<file path="src/rtl/siso_pkg.sv">
// Framing definitions shared by the serializer and the downstream deserializer,
// so both ends of the SISO chain agree on bit order, levels and frame length.
package siso_pkg;

  typedef enum logic [1:0] {
    IDLE   = 2'd0,
    START  = 2'd1,
    DATA   = 2'd2,
    PARITY = 2'd3
  } state_t;

  localparam logic IDLE_LEVEL  = 1'b0;
  localparam logic START_LEVEL = 1'b1;

  function automatic int frame_len(input int width, input bit start_en, input bit parity_en);
    return int'(start_en) + width + int'(parity_en);
  endfunction

endpackage

</file>
<file path="src/rtl/piso_frame_serializer.sv">
// Parallel-in serial-out framer: accepts a word on valid/ready and emits
// [start] data [parity] on serial_out, one bit per clock, idling low.
module piso_frame_serializer
  import siso_pkg::*;
#(
  parameter int WIDTH      = 4,
  parameter bit MSB_FIRST  = 1'b1,
  parameter bit START_EN   = 1'b1,
  parameter bit PARITY_EN  = 1'b0,
  parameter bit PARITY_ODD = 1'b0
) (
  input  logic             clk,
  input  logic             rst,
  input  logic [WIDTH-1:0] par_in,
  input  logic             in_valid,
  output logic             in_ready,
  output logic             serial_out,
  output logic             busy,
  output logic             done
);

  localparam int CNT_W = $clog2(WIDTH);
  localparam logic [CNT_W-1:0] CNT_LAST = CNT_W'(WIDTH - 1);
  localparam logic [CNT_W-1:0] CNT_PENULT = CNT_W'(WIDTH - 2);

  state_t           state;
  logic [WIDTH-1:0] sreg;
  logic [CNT_W-1:0] cnt;
  logic             par_bit;
  logic             accept;

  function automatic logic head_bit(input logic [WIDTH-1:0] x);
    return MSB_FIRST ? x[WIDTH-1] : x[0];
  endfunction

  function automatic logic [WIDTH-1:0] shift_out(input logic [WIDTH-1:0] x);
    return MSB_FIRST ? {x[WIDTH-2:0], 1'b0} : {1'b0, x[WIDTH-1:1]};
  endfunction

  function automatic logic parity_of(input logic [WIDTH-1:0] x);
    return (^x) ^ PARITY_ODD;
  endfunction

  // in_ready is registered, so accept never depends combinationally on itself
  assign accept = in_valid && in_ready;

  always_ff @(posedge clk or posedge rst) begin
    if (rst) begin
      state      <= IDLE;
      serial_out <= IDLE_LEVEL;
      busy       <= 1'b0;
      done       <= 1'b0;
      in_ready   <= 1'b1;
      cnt        <= '0;
    end else if (accept) begin
      par_bit  <= parity_of(par_in);
      busy     <= 1'b1;
      done     <= 1'b0;
      in_ready <= 1'b0;
      if (START_EN) begin
        state      <= START;
        serial_out <= START_LEVEL;
        sreg       <= par_in;
      end else begin
        state      <= DATA;
        cnt        <= '0;
        serial_out <= head_bit(par_in);
        sreg       <= shift_out(par_in);
      end
    end else begin
      case (state)
        IDLE: begin
          serial_out <= IDLE_LEVEL;
          busy       <= 1'b0;
          done       <= 1'b0;
          in_ready   <= 1'b1;
        end
        START: begin
          state      <= DATA;
          cnt        <= '0;
          serial_out <= head_bit(sreg);
          sreg       <= shift_out(sreg);
        end
        DATA: begin
          if (cnt == CNT_LAST) begin
            if (PARITY_EN) begin
              state      <= PARITY;
              serial_out <= par_bit;
              done       <= 1'b1;
              in_ready   <= 1'b1;
            end else begin
              state      <= IDLE;
              serial_out <= IDLE_LEVEL;
              busy       <= 1'b0;
              done       <= 1'b0;
              in_ready   <= 1'b1;
            end
          end else begin
            cnt        <= cnt + CNT_W'(1);
            serial_out <= head_bit(sreg);
            sreg       <= shift_out(sreg);
            // Outputs are registered, so flag the last data bit one step early
            if (!PARITY_EN && cnt == CNT_PENULT) begin
              done     <= 1'b1;
              in_ready <= 1'b1;
            end
          end
        end
        default: begin
          state      <= IDLE;
          serial_out <= IDLE_LEVEL;
          busy       <= 1'b0;
          done       <= 1'b0;
          in_ready   <= 1'b1;
        end
      endcase
    end
  end

endmodule
</file>
<file path="config.mk">
export PLATFORM = sky130hd
export DESIGN_NAME = piso_frame_serializer
export DESIGN_NICKNAME = d
export VERILOG_FILES = /design/src/rtl/siso_pkg.sv /design/src/rtl/piso_frame_serializer.sv
export SDC_FILE = /design/constraint.sdc
export NUM_CORES = 1
export LEC_CHECK = 0
export ABC_AREA = 0
export ABC_CLOCK_PERIOD_IN_PS = 1700
export CAP_MARGIN = 20
export CORE_AREA = 5 5 42 44
export DETAILED_ROUTE_END_ITERATION = 7
export DIE_AREA = 0 0 47 49
export PLACE_DENSITY = 0.75
export SLEW_MARGIN = 10
export SYNTH_ARGS = -nofsm -noshare
export SYNTH_HDL_FRONTEND = slang
export SYNTH_SLANG_ARGS = --single-unit
</file>
<file path="constraint.sdc">
create_clock -name clk -period 1.7 [get_ports clk]
set_input_delay 0.34 -clock clk [delete_from_list [all_inputs] [get_ports clk]]
set_output_delay 0.34 -clock clk [all_outputs]
set_load 0.005 [all_outputs]
</file>
==> summary.txt <==
Worst setup path
  • CP Class: reg2out
  • Stages on the worst setup path: 1
  • CP Buf/Inv Count: 1
  • Worst Setup EP: in_ready
  • Delay-heaviest family, CP: flip-flops
  • Kind of start point of the critical path: flip-flop
  • Arr. time, crit path: 1290 ps
  • CP endpoint kind: output port
  • R2r startpoint: state[0]
  • Worst EP required: 1360 ps
  • Critical Path Fanout Max: 2
  • FF-to-FF End: sreg[0]
  • Crit-path cells: clkdlybuf4s50_1
  • Critical-path top delay cell: dfstp_2
  • Slowest stage delay, CP: 530 ps
  • Reg2reg path depth: 6
  • Worst Setup SP: in_ready
  • R2R Setup Slk: 260 ps

Cells and area
  • Layout cells sized above 1: 0.181
  • Diode count: 0
  • Sequential standard cell area: 322 µm²
  • Nets: 85
  • Area Overhead vs Synth: 29.6%
  • Final-layout fill cell count: 136
  • Area of the multi-input gates: 253 µm²

Synthesis
  • Syn Nets: 66
  • Syn Area/Cell: 11.1 µm²
  • Largest cells by area after synthesis: dfrtp_1, edfxtp_1, ha_1
  • Cells after Synth: 54
  • Syn Std Cell Area: 597 µm²
  • Top-area cell type share of the netlist area: 0.294
  • Yosys reg bits: 12
  • Post-synth cell types: 20
  • Post-synth top area cell: dfrtp_1
  • Seq/Total Area, Yosys: 0.539
  • Synthesis Warnings: 0

Timing
  • Final Cycle Share: 0.961
  • Final Max Slew Viols: 0
  • Clk_skew: 3.84 ps
  • Fmax: 612 MHz
  • Setup Viol. Count Final: 0
  • Setup TNS: 0 ps
  • Worst rel slew slack: 0.787
  • Min cycle time layout: 1630 ps
  • Worst Tran Pin Value: 320 ps
  • Unrepaired setup endpoints after global routing: no
  • Final Hold Fails: 0

Clock tree
  • Root Buffer: clkbuf_4
  • Clk buf depth: 2
  • Setup repair bufs after CTS: 1
  • H-tree depth: 1
  • Clk_lat worst skew: 270 ps
  • Post-cts hold buffer count: 0
  • CTS clk-pin slew, worst paths: 70 ps
  • CTS tree: built
  • Post-CTS Resized: 0
  • CTS buffer count: 3
  • Sink Count: 12

Global routing
  • Largest net degree at the start of global routing: 9
  • First-pass GRT wire length: 1.84 mm
  • Total GRT Usage: 0.111
  • Number of global-route vias before repair: 430
  • Initial antenna violation count: 0
  • Grt total ovfl: 0

Die
  • Die X: 47 µm
  • # IOs: 11
  • Initial Util: 0.426
  • Rows: 14
  • Die area: 0.00230 mm²
  • Core area: 0.00140 mm²
  • Die Span Y: 49 µm

Routing
  • Initial drt markers: 7
  • Routed length per instance: 12.6 µm
  • Number of remaining DRC errors: 0
  • Routed Antenna Nets: 0
  • Pre-antenna DRT Iters: 4
  • Vias: 451
  • Post-Route WL: 1.11 mm
  • Vias per inst: 5.13

Power
  • Maximum VDD drop: 0.614 mV
  • Total power: 1.12 mW
  • Pwr dens: 1440 mW/mm²
  • Leak: 0.347 nW

Run status
  • Status: finished, final reports clean

Placement
  • Port Buf Inserts: 10
  • RD Place Congestion: 0.776
  • Hpwl dp: 882 µm

Worst hold path
  • Worst hold-check path type: in2async

Job
  • MaxCap Viol Count: 0
[cell type report]
cell class / instances / share of cell area
timing repair buffer: 14 / 0.168
inverter: 6 / 0.0291
clock inverter: 1 / 0.00485
sequential: 12 / 0.416
multi-input combinational: 36 / 0.327
tap: 16 / 0.0259
clock buffer: 3 / 0.0291
[cells in the mapped netlist]
cell	n
inv_1	6
edfxtp_1	4
nor2_1	1
nor3_1	1
o21ai_0	6
o31ai_1	2
a22o_1	1
a31o_2	1
and3_1	1
a21oi_1	4
dfrtp_1	7
nand2_1	6
mux2_2	3
or2b_1	1
and2_1	1
a21bo_2	1
ha_1	5
nor2b_1	1
dfstp_2	1
or3_1	1
[state kept, by name, indices dropped and copies added (netlist names)]
signal	cells
serial_out	1
busy	1
sreg	4
in_ready	1
state	2
done	1
cnt	2
[how the worst min path moves through the flow]
| stage | startpoint | end | slack, ps | cells past startpoint |
|---|---|---|---|---|
| after floorplan | rst | busy | 150 | 1 |
| after global placement | in_ready | in_ready | 480 | 2 |
| after detailed placement | in_ready | in_ready | 490 | 2 |
| after CTS | rst | cnt[1] | 370 | 2 |
| after global routing | rst | done | 360 | 2 |
| final | rst | cnt[1] | 350 | 2 |
[through the flow]
step,std cells,instance area (µm²),hold WS (ps),util,setup WS [ps]
floorplan,54,597,155,-,310
global placement,83,739,480,0.528,140
detailed placement,83,739,488,0.528,134
CTS,88,773,365,0.552,59.0
global route,88,773,364,0.552,5.56
finish,88,773,351,0.552,67.0
[report_power, final]
part | switching [mW] | leakage (nW) | internal [mW]
clock network | 0.0914 | 0.0154 | 0.0849
logic | 0.233 | 0.192 | 0.253
registers | 0.0415 | 0.140 | 0.413
[routing by layer]
layer  global-route usage  up-vias  part of all wire
li1                     -      226                 -
met1                0.151      211              0.47
met2                0.156        9              0.47
met3               0.0332        5             0.036
met4               0.0553        0             0.026
met5                    0        -                 0
[cell families after synthesis]
kind of cell / after synthesis / synth area share
adders and majority gates: 5 / 0.105
DFF: 12 / 0.539
and+or+nand+nor: 13 / 0.107
buffers and inverters: 6 / 0.0377
AOI/OAI and AO/OA: 15 / 0.155
muxes: 3 / 0.0566
[cells in the final DEF, fill, tap and decap left out, drive strengths merged, types with 2 or more instances in the layout]
cell type      netlist  routed
mux2                 3       3
o21ai                6       6
a21oi                4       4
clkbuf               0       3
clkdlybuf4s50        0      10
dfrtp                7       7
edfxtp               4       4
o31ai                2       2
buf                  0       4
ha                   5       5
inv                  6       6
nand2                6       6
Power figures use the tool's default switching activity.
